<file path="config.mk">
export PLATFORM = sky130hd
export DESIGN_NAME = range_rand_gen
export DESIGN_NICKNAME = d
export VERILOG_FILES = /design/src/rtl/rr_pkg.sv /design/src/rtl/lfsr8.sv /design/src/rtl/range_rand_gen.sv
export SDC_FILE = /design/constraint.sdc
export NUM_CORES = 1
export LEC_CHECK = 0
export ABC_AREA = 1
export CAP_MARGIN = 10
export CORE_MARGIN = 5
export CORE_UTILIZATION = 45
export CTS_CLUSTER_DIAMETER = 120
export DETAILED_ROUTE_END_ITERATION = 7
export GPL_ROUTABILITY_DRIVEN = 1
export PLACE_DENSITY_LB_ADDON = 0.25
export SETUP_SLACK_MARGIN = 0.1
export SKIP_CTS_REPAIR_TIMING = 1
export SYNTH_ARGS = -nofsm -noshare
export SYNTH_HDL_FRONTEND = slang
export SYNTH_SLANG_ARGS = --single-unit
</file>
<file path="constraint.sdc">
create_clock -name clk -period 2.7 [get_ports clk]
set_clock_uncertainty 0.15 [all_clocks]
set_input_delay 0.27 -clock clk [delete_from_list [all_inputs] [get_ports clk]]
set_output_delay 0.27 -clock clk [all_outputs]
set_load 0.01 [all_outputs]
</file>
<file path="src/rtl/rr_pkg.sv">
// Shared types and constants for the bounded-range random generator.
package rr_pkg;

    localparam int DATA_W = 8;

    // Fibonacci taps for x^8+x^6+x^5+x^4+1 on a left-shifting register (bits 7,5,4,3).
    localparam logic [DATA_W-1:0] LFSR_TAPS = 8'hB8;

    typedef enum logic [1:0] {
        S_IDLE = 2'd0,
        S_GEN  = 2'd1,
        S_RESP = 2'd2
    } rr_state_e;

endpackage

</file>
<file path="src/rtl/lfsr8.sv">
// 8-bit maximal-length Fibonacci LFSR; steps only when en is high.
// Latency: new value visible one cycle after an enabled edge; no backpressure.
module lfsr8
    import rr_pkg::*;
(
    input  logic              clk,
    input  logic              rst_n,
    input  logic              en,
    input  logic [DATA_W-1:0] seed,
    output logic [DATA_W-1:0] q
);

    logic [DATA_W-1:0] q_q;
    logic [DATA_W-1:0] q_d;
    logic [DATA_W-1:0] seed_nz;

    // An all-zero state would lock the register, so a zero seed is replaced.
    assign seed_nz = (seed == '0) ? DATA_W'(1) : seed;

    always_comb begin
        q_d = q_q;
        if (en) begin
            q_d = {q_q[DATA_W-2:0], ^(q_q & LFSR_TAPS)};
        end
    end

    always_ff @(posedge clk) begin
        if (!rst_n) begin
            q_q <= seed_nz;
        end else begin
            q_q <= q_d;
        end
    end

    assign q = q_q;

endmodule

</file>
<file path="src/rtl/range_rand_gen.sv">
// Returns a pseudo-random value in [lo,hi] by LFSR rejection sampling, with bypass/error/fallback.
// Latency 1 cycle for err/bypass, 2..MAX_TRIES+1 for generated; response held until rsp_ready.
module range_rand_gen
    import rr_pkg::*;
#(
    parameter logic [7:0] SEED      = 8'hA5,
    parameter int         THRESH    = 10,
    parameter int         MAX_TRIES = 16
) (
    input  logic              clk,
    input  logic              rst_n,
    input  logic              req_valid,
    output logic              req_ready,
    input  logic [DATA_W-1:0] lo,
    input  logic [DATA_W-1:0] hi,
    output logic              rsp_valid,
    input  logic              rsp_ready,
    output logic [DATA_W-1:0] rsp_data,
    output logic              rsp_bypass,
    output logic              rsp_err,
    output logic              rsp_fallback
);

    localparam int                TRY_W    = (MAX_TRIES > 1) ? $clog2(MAX_TRIES) : 1;
    localparam logic [TRY_W-1:0]  LAST_TRY = TRY_W'(MAX_TRIES - 1);
    localparam logic [DATA_W-1:0] THRESH_V = DATA_W'(THRESH);

    rr_state_e         state_q;
    logic              ready_q;
    logic              valid_q;
    logic [DATA_W-1:0] data_q;
    logic              err_q;
    logic              byp_q;
    logic              fb_q;
    logic [TRY_W-1:0]  try_q;
    logic [DATA_W-1:0] lo_q;
    logic [DATA_W-1:0] hi_q;
    logic [DATA_W-1:0] lfsr;
    logic              hit;

    lfsr8 u_lfsr (
        .clk   (clk),
        .rst_n (rst_n),
        .en    (state_q == S_GEN),
        .seed  (SEED),
        .q     (lfsr)
    );

    assign hit = (lfsr >= lo_q) && (lfsr <= hi_q);

    // req_ready is registered so it stays low through reset and rises the cycle after.
    always_ff @(posedge clk) begin
        if (!rst_n) begin
            state_q <= S_IDLE;
            ready_q <= 1'b0;
            valid_q <= 1'b0;
            data_q  <= '0;
            err_q   <= 1'b0;
            byp_q   <= 1'b0;
            fb_q    <= 1'b0;
            try_q   <= '0;
            lo_q    <= '0;
            hi_q    <= '0;
        end else begin
            case (state_q)
                S_IDLE: begin
                    ready_q <= 1'b1;
                    if (req_valid && ready_q) begin
                        ready_q <= 1'b0;
                        lo_q    <= lo;
                        hi_q    <= hi;
                        try_q   <= '0;
                        if (lo > hi) begin
                            state_q <= S_RESP;
                            valid_q <= 1'b1;
                            data_q  <= '0;
                            err_q   <= 1'b1;
                        end else if (lo <= THRESH_V) begin
                            state_q <= S_RESP;
                            valid_q <= 1'b1;
                            data_q  <= '0;
                            byp_q   <= 1'b1;
                        end else begin
                            state_q <= S_GEN;
                        end
                    end
                end
                S_GEN: begin
                    if (hit) begin
                        state_q <= S_RESP;
                        valid_q <= 1'b1;
                        data_q  <= lfsr;
                    end else if (try_q == LAST_TRY) begin
                        state_q <= S_RESP;
                        valid_q <= 1'b1;
                        data_q  <= lo_q;
                        fb_q    <= 1'b1;
                    end else begin
                        try_q <= try_q + TRY_W'(1);
                    end
                end
                S_RESP: begin
                    if (rsp_ready) begin
                        state_q <= S_IDLE;
                        ready_q <= 1'b1;
                        valid_q <= 1'b0;
                        data_q  <= '0;
                        err_q   <= 1'b0;
                        byp_q   <= 1'b0;
                        fb_q    <= 1'b0;
                    end
                end
                default: begin
                    state_q <= S_IDLE;
                end
            endcase
        end
    end

    assign req_ready    = ready_q;
    assign rsp_valid    = valid_q;
    assign rsp_data     = data_q;
    assign rsp_err      = err_q;
    assign rsp_bypass   = byp_q;
    assign rsp_fallback = fb_q;

endmodule

</file>
==> summary.md, run 1 <==
| Metric | Value |
|---|---|
| Synth Area per Inst | `between 7 and 8 sq um` |
| CP Class | `flop to flop` |
| Tot GR Track Use | `15.91%` |
| Vias | `2291` |
| Worst hold path endpoint | `rsp_fallback$_SDFFE_PN0P_` |
| Routed len/inst | `~12 microns` |
| Grt ovf | `0` |
| First-pass GRT wire length | `9542 microns` |
| Flops & latches, synth | `43` |
| Compound-cell area share of the yosys netlist | `about 15%` |
| Iter 0 DRT Violations | `110` |
| Final WL | `between 5000 and 6000 microns` |
| Largest fanout on the critical path | `13` |
| PnR worst setup slack | `509.0 ps` |
| Die area | `0.007319 sq mm` |
| Starting Density | `46.36%` |
| Top post-synthesis cells by area | `dfxtp_1 (34%), ha_1 (12%), nand2_1 (11%), inv_1 (7.2%), a21oi_1 (6.8%)` |
| CP endpoint kind | `flop` |
| Non-Filler Instances | `~470` |
| MaxCap Viol Count | `0` |
| Area leader, netlist | `dfxtp_1` |
| Post-DP HPWL | `between 4000 and 5000 microns` |
| Seq/Total Area, Yosys | `about a third` |
| VDD IR max | `roughly 0.5 mV` |
| Clk pin slew, worst setup/hold paths | `roughly 80 ps` |
| R2r endpoint | `rsp_data[0]$_SDFFE_PN0P_` |
| Die Y | `around 86 microns` |
| Adder-Cell Fraction of Synth Area | `approximately an eighth` |
| Tcrit/Tclk final | `about four fifths` |
| CTS sink cnt | `43` |
| Min-delay src | `rsp_fallback$_SDFFE_PN0P_` |
| Post-DRT Antenna Nets | `0` |
| Synthesized net count | `404` |
| Total CTS buffers | `5` |
| Row cnt | `27` |
| Final hold vios | `0` |
| Pre-antenna DRT Iters | `5` |
| Diode count | `0` |
| Tightest Pin Transition | `between 300 and 400 ps` |
| Share of cells above drive strength 1 | `between 10% and 20%` |
| Max-slew headroom | `between 70 and 80%` |
| Final Setup Violations | `0` |
| IO buf count | `32` |
| Worst Path Arrival | `around 2200 ps` |
| Outcome | `completed` |
| Fin Hold WS | `299.3 ps` |
| Nets | `between 400 and 500` |
| Final Critical Period | `~2200 ps` |
| Worst skew pair latency | `roughly 300 ps` |
| PwrDens | `around 1100 mW/mm^2` |
| Top-area cell type share of the netlist area | `33.51%` |
| HP Class | `flop to flop` |
| Fmax | `approximately 460 MHz` |
| H-tree levels | `2` |
| RSZ-0062 raised after global routing | `no` |
| Register-to-Register Setup Slack | `about 510 ps` |
| Synthesized area | `~0.0026 sq mm` |
| Final Wtd Congestion | `0.8013` |
| Placed cell count | `~460` |
| Pre-CTS setup slack | `between 200 and 300 ps` |
| Final Max Tran Viols | `0` |
| Worst reg2reg startpoint | `u_lfsr.q[3]$_SDFFE_PN0P_` |
| Area added between synthesis and finish | `19.29%` |
| Hold path cells | `2` |
| IO Count | `33` |
| DRC errors left | `0` |
| TritonCTS clock tree | `done` |
| Warnings, synthesis | `0` |
| Leakage | `1.420 nW` |
| Core area | `between 0.005 and 0.006 sq mm` |
| TNS Setup | `0 ps` |
| Die width | `85.55 microns` |
| Post-Synth XOR/XNOR Area | `under 10%` |
| Vias in the first global route | `2186` |
| Count of unique library cells instantiated by Yosys | `34` |
| Crit start category | `flop` |
| Crit path required time | `2750 ps` |
| Clock Tree Root | `clkbuf_8` |
| Via/cell ratio | `4.927` |
| Clk buf depth | `2` |
| Largest net degree at the start of global routing | `32` |
| Reg2reg path depth | `15` |
| Mux cell area share after synthesis | `0%` |
| Simple-gate portion of the synthesized area | `about 28%` |
| Initial antenna violation count | `0` |
| Largest family of logic cells by synthesized area | `simple AND/OR/NAND/NOR gates` |
| Instance count of the mapped netlist | `around 360` |
## placed cells by master (no fill, tap or decap)
master / n
a21boi_1: 1
a21o_1: 3
a21oi_1: 35
a21oi_2: 2
a41oi_1: 1
buf_4: 3
bufinv_16: 1
clkbuf_8: 6
clkdlybuf4s50_1: 32
clkinv_2: 1
dfxtp_1: 43
ha_1: 25
inv_1: 49
inv_2: 7
nand2_1: 73
nand2_2: 4
nand2_4: 4
nand3_1: 20
nand3_2: 1
nand3b_1: 1
nand4_1: 4
nor2_1: 30
nor2_2: 8
nor2_4: 2
nor2_8: 1
nor3_1: 2
nor3b_1: 1
o211ai_1: 2
o21a_1: 1
o21ai_0: 21
o21ai_1: 4
or2_1: 1
xnor2_1: 3
xor2_1: 1
## how the worst max path moves through the flow
| stage | startpoint | to | slack [ps] | cells past startpoint |
|---|---|---|---|---|
| 6_report | u_lfsr.q[3]$_SDFFE_PN0P_ | rsp_data[0]$_SDFFE_PN0P_ | 510 | 15 |
| 5_1_grt | u_lfsr.q[3]$_SDFFE_PN0P_ | rsp_data[0]$_SDFFE_PN0P_ | 300 | 13 |
| 4_1_cts | u_lfsr.q[3]$_SDFFE_PN0P_ | rsp_data[0]$_SDFFE_PN0P_ | 500 | 13 |
| 3_5_place_dp | hi[3] | rsp_data[0]$_SDFFE_PN0P_ | 280 | 16 |
| 3_3_place_gp | hi[3] | rsp_data[3]$_SDFFE_PN0P_ | 360 | 16 |
| 2_1_floorplan | u_lfsr.q[7]$_SDFFE_PN1P_ | rsp_data[0]$_SDFFE_PN0P_ | 850 | 12 |
## cells by family (layout without fill, tap and decap cells)
group                    Yosys count  after routing
AND/OR/NAND/NOR                  152            152
AO/OA/AOI/OAI                     70             70
buffers and inverters             65             99
flip-flops                        43             43
adder cells (fa/ha/maj)           25             25
XOR/XNOR                           4              4
## per-stage QoR
step | area (sq um) | utilization [%] | power (W)
after global placement | 2947 | 53.18 | 0.002708
after global routing | 3064 | 55.31 | 0.003579
after CTS | 3064 | 55.31 | 0.003285
final | 3064 | 55.31 | 0.003267
after detailed placement | 2947 | 53.18 | 0.002754
after floorplan | 2569 | - | 0.002282
## layer usage
metal | global-route usage, % | vias to the layer above | share of wire, %
met5 | 0 | - | 0
met4 | 4.604 | 0 | 1.2
met3 | 3.170 | 6 | 4.7
met2 | 27.61 | 47 | 46
met1 | 19.92 | 1021 | 48
li1 | - | 1217 | -
## Yosys cell counts, drive strengths merged
| master | n |
|---|---|
| nand2 | 81 |
| inv | 56 |
| dfxtp | 43 |
| nor2 | 41 |
| a21oi | 37 |
| ha | 25 |
| o21ai | 25 |
| nand3 | 21 |
| buf | 6 |
| nand4 | 4 |
| a21o | 3 |
| clkbuf | 3 |
| xnor2 | 3 |
| nor3 | 2 |
| o211ai | 2 |
| a21boi | 1 |
| a41oi | 1 |
| nand3b | 1 |
| nor3b | 1 |
| o21a | 1 |
| or2 | 1 |
| xor2 | 1 |
## final cells by class
cell class                 instances  area (sq um)
multi-input combinational        251          1443
sequential                        43         860.8
clock buffer                       6         82.58
timing repair buffer              35         342.8
clock inverter                     2         35.03
inverter                          56         210.2
tap                               72         90.09
fill                             575          2476
## critical path: stages, from the launching register on
cell	delay (ps)
dfxtp_1	470
ha_1	300
nand2_1	60
inv_1	40
nand2_1	60
nand2_1	50
nand2_1	50
nand2_1	60
nand2_2	140
nand2_4	140
nand2_4	120
nand2_4	80
nor2_8	200
nand2_1	80
nand2_1	60
nor2_1	40
## registers in the layout (all words and copies together) (netlist names)
signal	count
hi_q	8
lo_q	8
req_ready	1
rsp_bypass	1
rsp_data	8
rsp_err	1
rsp_fallback	1
rsp_valid	1
state_q	2
try_q	4
u_lfsr.q	8
## where the power goes
| group | switching [W] | internal [W] |
|---|---|---|
| Combinational | 0.00102 | 0.000701 |
| Clock | 0.000226 | 0.000299 |
| Sequential | 0.000174 | 0.000851 |
Power figures use the tool's default switching activity.
==> run 2, diff against run 1 <==
Clock period 2.7 ns to 1.9 ns, I/O delays scaled along.
==> run 2 against run 1 <==
Effect of this change:
- the flow now finishes with violations (negative setup slack)
- maximum frequency up 13%
- sequential share of layout area decreased by 3.8 points
- via count up 6.5%
- worst setup slack got worse by 540 ps
- hold slack improved by 6.2 ps
- design area up 19%
- global-route usage rose by 0.34 points
- critical path depth fell by 2
- critical endpoint is now rsp_data[4]$_SDFFE_PN0P_
==> summary.md, run 2 (same netlist as run 1, synthesis figures left out) <==
| Metric | Value |
|---|---|
| First-pass GRT wire length | `9639 microns (was 9542 microns)` |
| Crit path required time | `1990 ps (was 2750 ps)` |
| Tot GR Track Use | `16.26% (was 15.91%)` |
| Starting Density | `46.36% (unchanged)` |
| Post-DRT Antenna Nets | `0 (unchanged)` |
| Final core occ | `65.90% (was 55.31%)` |
| IO buf count | `32 (unchanged)` |
| PnR worst setup slack | `-31.45 ps (was 509.0 ps)` |
| Fin Hold WS | `305.5 ps (was 299.3 ps)` |
| Pre-CTS setup slack | `-341.4 ps (was 282.1 ps)` |
| Final Setup Violations | `7 (was 0)` |
| Most common cell after layout, fill and taps aside | `nand2_1 (unchanged)` |
| IO Count | `33 (unchanged)` |
| Diode count | `0 (unchanged)` |
| Share of cells above drive strength 1 | `31.31% (was 10.18%)` |
| Largest fanout on the critical path | `6 (was 13)` |
| Total CTS buffers | `5 (unchanged)` |
| Outcome | `finished, violations left (was completed)` |
| Clock Tree Root | `clkbuf_8 (unchanged)` |
| Pre-antenna DRT Iters | `4 (was 5)` |
| Largest net degree at the start of global routing | `37 (was 32)` |
| Placed cell count | `489 (was 457)` |
| Failing checks | `negative setup slack` |
| Nets | `472 (was 437)` |
| DRC errors left | `0 (unchanged)` |
| Clk pin slew, worst setup/hold paths | `90 ps (was 80 ps)` |
| RSZ-0062 raised after global routing | `yes (was no)` |
| Final Critical Period | `1931 ps (was 2191 ps)` |
| Die Y | `85.55 microns (unchanged)` |
| Routed len/inst | `12.65 microns (was 11.82 microns)` |
| Grt ovf | `0 (unchanged)` |
| Max-slew headroom | `76.90% (was 77.33%)` |
| Tightest Pin Transition | `345.8 ps (was 339.2 ps)` |
| HP Class | `flop to flop (unchanged)` |
| Worst Path Arrival | `2030 ps (was 2240 ps)` |
| Vias in the first global route | `2191 (was 2186)` |
| Final hold vios | `0 (unchanged)` |
| Core area | `0.005540 sq mm (unchanged)` |
| Die area | `0.007319 sq mm (unchanged)` |
| CTS sink cnt | `43 (unchanged)` |
| Worst skew pair latency | `310 ps (was 300 ps)` |
| Fillers | `472 (was 575)` |
| Initial antenna violation count | `0 (unchanged)` |
| H-tree levels | `2 (unchanged)` |
| Area added between synthesis and finish | `42.13% (was 19.29%)` |
| Final Wtd Congestion | `0.8279 (was 0.8013)` |
| Iter 0 DRT Violations | `126 (was 110)` |
| Tcrit/Tclk final | `101.7% (was 81.15%)` |
| Die width | `85.55 microns (unchanged)` |
| Crit start category | `flop (unchanged)` |
| Via/cell ratio | `4.878 (was 4.927)` |
| Fmax | `517.7 MHz (was 456.4 MHz)` |
| Non-Filler Instances | `500 (was 465)` |
| PwrDens | `1544 mW/mm^2 (was 1066 mW/mm^2)` |
| Tot Pwr | `0.005637 W (was 0.003267 W)` |
| Vias | `2439 (was 2291)` |
| Final Max Tran Viols | `0 (unchanged)` |
| Post-DP HPWL | `4562 microns (was 4265 microns)` |
| MaxCap Viol Count | `0 (unchanged)` |
| Most frequent cells in the layout | `nand2_1 (62), inv_1 (41), buf_4 (35) (was nand2_1 (73), inv_1 (49), dfxtp_1 (43))` |
| Leakage | `1.633 nW (was 1.420 nW)` |
| TritonCTS clock tree | `done (unchanged)` |
| VDD IR max | `0.9453 mV (was 0.4976 mV)` |
| Row cnt | `27 (unchanged)` |
| CP Class | `flop to flop (unchanged)` |
| Clk buf depth | `2 (unchanged)` |
| Final WL | `6327 microns (was 5498 microns)` |
| CP endpoint kind | `flop (unchanged)` |
[run 2: critical path, stage by stage, from the launching register on]
cell and delay, ps:
dfxtp_2 350, inv_2 40, ha_4 260, nand2_2 60, nor2_4 110, nand4_1 120
nand2_2 120, nand2_4 90, nand2_4 90, nand2_4 70, nor2_8 150, buf_12 140
nor2_2 30, nor2_1 70
[run 2: final timing paths]
kind,start,endpoint,slack (ps),cells past startpoint
max,hi_q[7]$_SDFFE_PN0P_,rsp_data[4]$_SDFFE_PN0P_,-30,13
min,rsp_fallback$_SDFFE_PN0P_,rsp_fallback$_SDFFE_PN0P_,310,2
max reg2reg,hi_q[7]$_SDFFE_PN0P_,rsp_data[4]$_SDFFE_PN0P_,-30,13
min reg2reg,rsp_fallback$_SDFFE_PN0P_,rsp_fallback$_SDFFE_PN0P_,310,2
[run 2: power breakdown]
group / switching (W) / total [W] / internal (W)
combinational: 0.00173 / 0.00324 / 0.00151
sequential: 0.000280 / 0.00153 / 0.00125
clock: 0.000342 / 0.000866 / 0.000524
[run 2: area by class of cell]
type | instances | area [sq um] | area share, %
Sequential cell | 43 | 888.4 | 24.33
Multi-Input combinational cell | 251 | 1683 | 46.09
Inverter | 56 | 215.2 | 5.894
Tap cell | 72 | 90.09 | 2.467
Clock buffer | 5 | 68.82 | 1.885
Clock inverter | 3 | 67.56 | 1.851
Timing Repair Buffer | 70 | 638.1 | 17.48
[run 2: per-stage QoR]
stage | area, sq um | TNS [ps]
3_5_place_dp | 3272 | -3442
2_1_floorplan | 2629 | 0
3_3_place_gp | 3272 | -3064
4_1_cts | 3408 | -758.5
6_report | 3651 | -167.2
5_1_grt | 3651 | -1791
[run 2: metal layers]
metal	vias up	track usage, %	part of all wire (%)
li1	1295	-	-
met1	1098	20.75	47
met2	38	27.26	48
met3	8	2.978	3.4
met4	0	6.043	1.6
met5	-	0	0
==> run 3, diff against run 2 <==
Settings changed: CAP_MARGIN 10 to default, CORE_MARGIN 5 to 1, CORE_UTILIZATION 45 to 50.
==> run 3 against run 2 <==
Effect of this change:
- the flow still finishes with violations (negative setup slack)
- die area decreased by 26%
- design area increased by 6.0%
- critical path depth unchanged
- critical endpoint is now state_q[0]$_SDFFE_PN0P_
- highest routed layer unchanged
==> summary.md, run 3 (same netlist as run 1, synthesis figures left out) <==
| Metric | Value |
|---|---|
| CP endpoint kind | `flop (unchanged)` |
| Final Critical Period | `2025 ps (was 1931 ps)` |
| PwrDens | `1563 mW/mm^2 (was 1544 mW/mm^2)` |
| Tcrit/Tclk final | `106.6% (was 101.7%)` |
| IO buf count | `32 (unchanged)` |
| Iter 0 DRT Violations | `223 (was 126)` |
| Outcome | `finished, violations left (unchanged)` |
| PnR worst setup slack | `-125.0 ps (was -31.45 ps)` |
| Via/cell ratio | `5.523 (was 4.878)` |
| Pre-antenna DRT Iters | `4 (unchanged)` |
| Most common cell after layout, fill and taps aside | `nand2_1 (unchanged)` |
| Row cnt | `25 (was 27)` |
| Fmax | `493.8 MHz (was 517.7 MHz)` |
| Share of cells above drive strength 1 | `39.86% (was 31.31%)` |
| Clock Tree Root | `clkbuf_8 (unchanged)` |
| Grt ovf | `0 (unchanged)` |
| Diode count | `0 (unchanged)` |
| TritonCTS clock tree | `done (unchanged)` |
| Post-DP HPWL | `4637 microns (was 4562 microns)` |
| Post-DRT Antenna Nets | `0 (unchanged)` |
| Final Setup Violations | `10 (was 7)` |
| Worst Path Arrival | `2130 ps (was 2030 ps)` |
| Core area | `0.004817 sq mm (was 0.005540 sq mm)` |
| First-pass GRT wire length | `10450 microns (was 9639 microns)` |
| VDD IR max | `0.9843 mV (was 0.9453 mV)` |
| Die width | `73.68 microns (was 85.55 microns)` |
| Tot Pwr | `0.006045 W (was 0.005637 W)` |
| Vias | `2767 (was 2439)` |
| Initial antenna violation count | `0 (unchanged)` |
| H-tree levels | `2 (unchanged)` |
| Total CTS buffers | `5 (unchanged)` |
| Die area | `0.005428 sq mm (was 0.007319 sq mm)` |
| CTS sink cnt | `43 (unchanged)` |
| Routed len/inst | `16.26 microns (was 12.65 microns)` |
| Worst reg2reg startpoint | `hi_q[7]$_SDFFE_PN0P_ (unchanged)` |
| Failing checks | `negative setup slack (unchanged)` |
| Largest net degree at the start of global routing | `27 (was 37)` |
| RSZ-0062 raised after global routing | `yes (unchanged)` |
| Tightest Pin Transition | `294.9 ps (was 345.8 ps)` |
| Final core occ | `80.31% (was 65.90%)` |
| MaxCap Viol Count | `0 (unchanged)` |
| Crit path required time | `2010 ps (was 1990 ps)` |
| IO Count | `33 (unchanged)` |
| Area added between synthesis and finish | `50.61% (was 42.13%)` |
| Most frequent cells in the layout | `nand2_1 (50), buf_4 (41), inv_1 (32) (was nand2_1 (62), inv_1 (41), buf_4 (35))` |
| Starting Density | `53.32% (was 46.36%)` |
| Clk buf depth | `2 (unchanged)` |
| Final WL | `8147 microns (was 6327 microns)` |
| Final Wtd Congestion | `0.8569 (was 0.8279)` |
| Vias in the first global route | `2456 (was 2191)` |
| Clk pin slew, worst setup/hold paths | `80 ps (was 90 ps)` |
| Tot GR Track Use | `25.31% (was 16.26%)` |
| Worst skew pair latency | `310 ps (about the same)` |
| Die Y | `73.68 microns (was 85.55 microns)` |
| Crit start category | `flop (unchanged)` |
| DRC errors left | `0 (unchanged)` |
| Max-slew headroom | `80.13% (was 76.90%)` |
| Min-delay src | `hi[5] (was rsp_fallback$_SDFFE_PN0P_)` |
| CP Class | `flop to flop (unchanged)` |
| Leakage | `1.756 nW (was 1.633 nW)` |
| HP Class | `primary input to flop (was flop to flop)` |
| Final hold vios | `0 (unchanged)` |
| Largest fanout on the critical path | `5 (was 6)` |
| Crit. Startpoint | `hi_q[7]$_SDFFE_PN0P_ (unchanged)` |
| Nets | `479 (was 472)` |
| Final Max Tran Viols | `0 (unchanged)` |
run 3: cell types whose count changed in the layout (fill, tap and decap cells not counted), sizes merged:
cell,before,now
clkdlybuf4s50,32,20
dlymetal6s2s,0,12
buf,38,43
bufinv,2,0
clkbuf,5,7
clkinv,0,1
clkinvlp,1,0
nor2,41,42
run 3: cell type report:
| class | instances | area (sq um) |
|---|---|---|
| multi-input combinational | 252 | 1884 |
| fill | 314 | 948.4 |
| sequential | 43 | 890.9 |
| timing repair buffer | 76 | 709.4 |
| inverter | 56 | 212.7 |
| tap | 67 | 83.83 |
| clock buffer | 6 | 82.58 |
| clock inverter | 1 | 5.005 |
run 3: worst paths after layout:
check | slack, ps | endpoint | depth (start not counted)
setup / recovery | -120 | state_q[0]$_SDFFE_PN0P_ | 13
hold / removal | 40 | hi_q[5]$_SDFFE_PN0P_ | 3
setup reg to reg | -120 | state_q[0]$_SDFFE_PN0P_ | 13
hold reg to reg | 300 | rsp_fallback$_SDFFE_PN0P_ | 2
run 3: report_power, final:
part | total [W] | leakage, nW | switching, W | internal, W
logic | 0.00388 | 1.35 | 0.00214 | 0.00174
clock network | 0.000606 | 0.0470 | 0.000320 | 0.000286
registers | 0.00156 | 0.356 | 0.000307 | 0.00125
run 3: metal layers:
| layer | routed length (microns) | track usage, % |
|---|---|---|
| met5 | 0 | 0 |
| met4 | 459 | 10.90 |
| met3 | 473 | 5.624 |
| met2 | 4081 | 43.53 |
| met1 | 3132 | 30.17 |
run 3: per-stage QoR:
step	area (sq um)	setup TNS (ps)	hold WS [ps]	std cells	worst slack [ps]
floorplan	2629	0	174.9	359	66.37
global placement	3271	-3115	288.0	488	-298.4
detailed placement	3271	-4188	295.7	488	-413.7
CTS	3358	-844.7	307.7	495	-143.5
global route	3869	-1767	40.87	501	-193.6
finish	3869	-650.3	41.92	501	-125.0
run 3: critical path: stages, from the launching register on:
cell	delay, ps
dfxtp_2	350
inv_2	50
ha_4	260
nand2_2	70
nor2_4	120
nand4_1	110
nand2_2	140
nand2_4	130
nand2_8	120
nand2_8	80
buf_4	160
o21ai_2	130
nand2_1	70
inv_1	60
